<file path="src/rtl/dec3to8_pkg.sv">
// Shared widths, constants and types for the registered 3-to-8 decoder.
package dec3to8_pkg;

  localparam int DEC_IN_W  = 3;
  localparam int DEC_OUT_W = 8;
  localparam logic [DEC_OUT_W-1:0] DEC_ZERO = 8'h00;

  typedef logic [DEC_IN_W-1:0]  dec_sel_t;
  typedef logic [DEC_OUT_W-1:0] dec_onehot_t;

endpackage

</file>
<file path="src/rtl/dec3to8_core.sv">
// Combinational 3-to-8 one-hot decode gated by en; USE_CASE picks shift (0) or case table (1).
module dec3to8_core
  import dec3to8_pkg::*;
#(
  parameter bit USE_CASE = 1'b0
) (
  input  logic                 en,
  input  logic [DEC_IN_W-1:0]  in,
  output logic [DEC_OUT_W-1:0] out
);

  generate
    if (USE_CASE) begin : g_case
      dec_onehot_t dec;

      // Unknown select values fall to the default arm, so X/Z decodes to zero.
      always_comb begin
        dec = DEC_ZERO;
        case (in)
          3'd0:    dec = 8'b0000_0001;
          3'd1:    dec = 8'b0000_0010;
          3'd2:    dec = 8'b0000_0100;
          3'd3:    dec = 8'b0000_1000;
          3'd4:    dec = 8'b0001_0000;
          3'd5:    dec = 8'b0010_0000;
          3'd6:    dec = 8'b0100_0000;
          3'd7:    dec = 8'b1000_0000;
          default: dec = DEC_ZERO;
        endcase
      end

      assign out = en ? dec : DEC_ZERO;
    end else begin : g_shift
      assign out = {{(DEC_OUT_W-1){1'b0}}, en} << in;
    end
  endgenerate

endmodule

</file>
<file path="src/rtl/dec3to8.sv">
// Registered 3-to-8 decoder built twice (shift and case) with a registered cross-check flag.
// Latency 1 cycle, one decode per cycle, no handshake.
module dec3to8
  import dec3to8_pkg::*;
(
  input  logic                 clk,
  input  logic                 rst,
  input  logic                 en,
  input  logic [DEC_IN_W-1:0]  in,
  output logic [DEC_OUT_W-1:0] out_shift,
  output logic [DEC_OUT_W-1:0] out_case,
  output logic                 mismatch
);

  dec_onehot_t dec_shift;
  dec_onehot_t dec_case;
  logic        diff;

  dec3to8_core #(.USE_CASE(1'b0)) u_shift (
    .en  (en),
    .in  (in),
    .out (dec_shift)
  );

  dec3to8_core #(.USE_CASE(1'b1)) u_case (
    .en  (en),
    .in  (in),
    .out (dec_case)
  );

  assign diff = |(dec_shift ^ dec_case);

  always_ff @(posedge clk) begin
    if (rst) begin
      out_shift <= DEC_ZERO;
      out_case  <= DEC_ZERO;
      mismatch  <= 1'b0;
    end else begin
      out_shift <= dec_shift;
      out_case  <= dec_case;
      mismatch  <= diff;
    end
  end

endmodule

</file>
<file path="config.mk">
export PLATFORM = sky130hd
export DESIGN_NAME = dec3to8
export DESIGN_NICKNAME = d
export VERILOG_FILES = /design/src/rtl/dec3to8_pkg.sv /design/src/rtl/dec3to8_core.sv /design/src/rtl/dec3to8.sv
export SDC_FILE = /design/constraint.sdc
export NUM_CORES = 1
export LEC_CHECK = 0
export ABC_CLOCK_PERIOD_IN_PS = 1200
export CORE_AREA = 4 4 41 43
export CTS_CLUSTER_DIAMETER = 150
export CTS_CLUSTER_SIZE = 14
export DETAILED_ROUTE_END_ITERATION = 12
export DIE_AREA = 0 0 45 47
export GPL_ROUTABILITY_DRIVEN = 1
export PLACE_DENSITY = 0.7
export SYNTH_ARGS = -nofsm -noshare
export SYNTH_HDL_FRONTEND = slang
export SYNTH_SLANG_ARGS = --single-unit
export TNS_END_PERCENT = 50
</file>
<file path="constraint.sdc">
create_clock -name clk -period 1.2 [get_ports clk]
set_clock_uncertainty 0.1 [all_clocks]
set_input_delay 0.24 -clock clk [delete_from_list [all_inputs] [get_ports clk]]
set_output_delay 0.24 -clock clk [all_outputs]
set_load 0.03 [all_outputs]
</file>
==> summary.md <==
In this run the biggest area consumer among cell types represents 74.3% of the synthesized area. The fraction of the cycle the final worst path needs was 92.1%. sky130_fd_sc_hd__dfxtp_1 takes more of the synthesized area than any other cell.

Setup violations remaining at the end of the flow were counted as 0. The first detailed-routing pass ran for 4 iterations. Global routing finished with a remaining overflow of 0. After detailed routing, the average wire length per cell comes to 9.89 µm.

By area, the combinational part of the netlist is dominated by simple AND/OR/NAND/NOR gates. The maximum vdd drop is 725 µV, and the register bit total from synthesis is 17. The area of the die was 2120 µm²; the boundary pin count was 23. The wire length after detailed routing was 831 µm; the logic gate share of total power was 9.8%. For the total count of max-transition violations in the final report, the log shows 0. For this design the ratio of total power to cell area is 1360 nW/µm². The number of antenna violations at the first check in global routing was 0; the post-synthesis area per instance was 11.4 µm².

The count of buffers inserted at the top-level ports works out to 22. The time the final worst path needs with I/O delays and setup works out to 1.10 ns. From left edge to right edge, the die measures 45 µm. The logs give 0 for the final hold violation count and 211 µW for the power dissipated by switching net loads. The worst path meets setup with 0.0953 ns of slack. The tools report the arrival time reported for the critical path endpoint as 1.23 ns.

The worst setup path is launched from an input port. The die is 47 µm tall. Dividing the detail-routed via count by the number of cells gives 4.15. The clock network accounts for 30.0% of the total power. Summing the areas of all compound-gate instances in the mapped netlist gives 0% of the synthesized area. The half-perimeter wire length after placement is 643 µm, and the number of hold buffers added after CTS is 0. The H-tree depth is 1, and the mux share of post-synthesis cell area is 0%. The area inside the core boundary is 1300 µm². The initial utilization of the core area, before any placement, comes to 35.2%. Synthesis produced a netlist with a net count of 46. The run gives 60.3% as the part of the power in registers. By startpoint and endpoint, the worst setup path is classified as in -> reg.

The xor/xnor cell area share of the yosys netlist came out at 0%. Summing the areas of all fa, ha and maj instances in the mapped netlist gives 0% of the synthesized area. The area added between synthesis and finish is 54.1%. The share of final-layout standard cells stronger than drive strength 1 came out at 37.7%. The run gives 13 as the number of cell rows.

After the first detailed-routing iteration, the DRC count stood at 13. The tools report the cell count after synthesis as 40. Synthesis instantiated 9 different standard cells from the library. The count of nets left with antenna violations once routing finished came out at 0.

The analysis attributes to cell leakage a power of 0.000318 µW. The switching share of total power is 22.1%, and the net count reported at finish is 76. In the layout the commonest cells are 21 x sky130_fd_sc_hd__buf_4, 17 x sky130_fd_sc_hd__dfxtp_1, 12 x sky130_fd_sc_hd__nor2_1, 4 x sky130_fd_sc_hd__nor4_1, 4 x sky130_fd_sc_hd__clkdlybuf4s50_1. By area the synthesized netlist is led by sky130_fd_sc_hd__dfxtp_1 74%, sky130_fd_sc_hd__nor2_1 9.8%, sky130_fd_sc_hd__nor4_1 5.5%, sky130_fd_sc_hd__or3b_4 4.9%, sky130_fd_sc_hd__nand3b_1 1.6%. For this design, the sink count on the clock tree is 17. In this run the worst path has a maximum fanout of 4.

Global router's overall resource usage: 8.29%. CTS placed an instance of sky130_fd_sc_hd__clkbuf_4 at the clock tree root. For the number of remaining DRC errors, the log shows 0. The cell-internal power is 746 µW.

The post-synthesis instance area was 458 µm²; the area fraction in and, or, nand and nor cells after synthesis was 24.0%. The run gives 1.32 ns as the required time at the worst-slack endpoint. Path type of the worst min-delay path: in -> reg. The clock slew seen by the registers of the worst setup and hold paths was 0.09 ns; the first-pass GRT wire length was 1.24 mm. Routability-driven placement finished with a final weighted congestion of 0.628. Setup repair after global routing left no endpoint under its margin. Across all layers, the routed design uses 349 vias.

Max-cap violations in this run came to 0. For this run, the top clock speed supported by timing is 905 MHz. The design draws 958 µW. The run finished with clean final reports. The run gives 0 ns as the accumulated negative setup slack. Count of warnings emitted by yosys: 0.

The tools report the via count of the first global-routing pass as 295. TritonCTS built the clock tree. The run gives 74.3% as the sequential fraction of the synthesis area. The sort of element at the end of the critical path is a flop. The number of clock buffers inserted by TritonCTS is 3, and the largest net degree at the start of global routing is 10.

0 antenna diodes ended up in the layout. The filler cells instantiated in the layout total 136. In this run the deepest clock path goes through 2 buffers.

The library cell used most frequently in the layout, excluding fill and tap cells, is sky130_fd_sc_hd__buf_4. The worst hold path passes through 2 cells. Prior to clock tree synthesis, the placed netlist has a worst setup slack of -0.309 ns.
## final cells by class
class	instances	area [µm²]	area share [%]
clock buffers	4	26.3	3.72
multi-input cells	22	114	16.1
flip-flops and latches	17	340	48.2
well taps	15	18.8	2.66
repair buffers	26	206	29.3
## through the flow
step	hold slack [ns]	cells	util, %	area (µm²)
6_report	0.296	84	54.2	706
3_3_place_gp	0.570	80	52.3	681
5_1_grt	0.321	84	54.2	706
4_1_cts	0.290	84	54.2	706
3_5_place_dp	0.569	80	52.3	681
2_1_floorplan	0.216	40	-	458
## worst paths after layout
path	slack, ns	start	to
max	0.1	in[2]	out_case[5]
min	0.30	in[1]	out_case[1]
## registers in the layout, indices dropped and copies added (netlist names)
| register | flops |
|---|---|
| out_case | 8 |
| mismatch | 1 |
| out_shift | 8 |
## cells by family after synthesis
| family | after synthesis |
|---|---|
| buffers and inverters | 1 |
| DFF | 17 |
| other | 1 |
| and+or+nand+nor | 21 |
## worst max-delay path, cell delays in order
cell and delay [ns]:
sky130_fd_sc_hd__clkdlybuf4s50_1 0.49, sky130_fd_sc_hd__or3b_4 0.41, sky130_fd_sc_hd__nor2_1 0.09
## power groups by stage
stage	Combinational, µW	Sequential, µW	Clock [µW]
global placement	93.9	590	0
detailed placement	95.2	590	0
global route	100	579	326
CTS	94.2	577	299
floorplan	20.1	612	0
finish	93.5	577	287
## synthesized netlist by cell type, drive strengths merged
library cell	count
nor4	4
clkbuf	1
or3b	2
conb	1
nand3b	1
nand2b	1
nand2	1
nor2	12
dfxtp	17
## routing by layer
| metal | wire length, µm | global-route usage, % | up-vias |
|---|---|---|---|
| li1 | - | - | 187 |
| met1 | 378 | 10.5 | 144 |
| met2 | 337 | 11.6 | 18 |
| met3 | 115 | 3.45 | 0 |
| met4 | 0 | 5.26 | 0 |
| met5 | 0 | 0 | - |
## timing repair
action,4_1_cts,5_1_grt
resized for setup,1,0
hold endpoints to repair,0,0
setup buffers,0,0
endpoints found under the setup margin,3,0
Note: power is estimated with default switching activity, not from simulation.
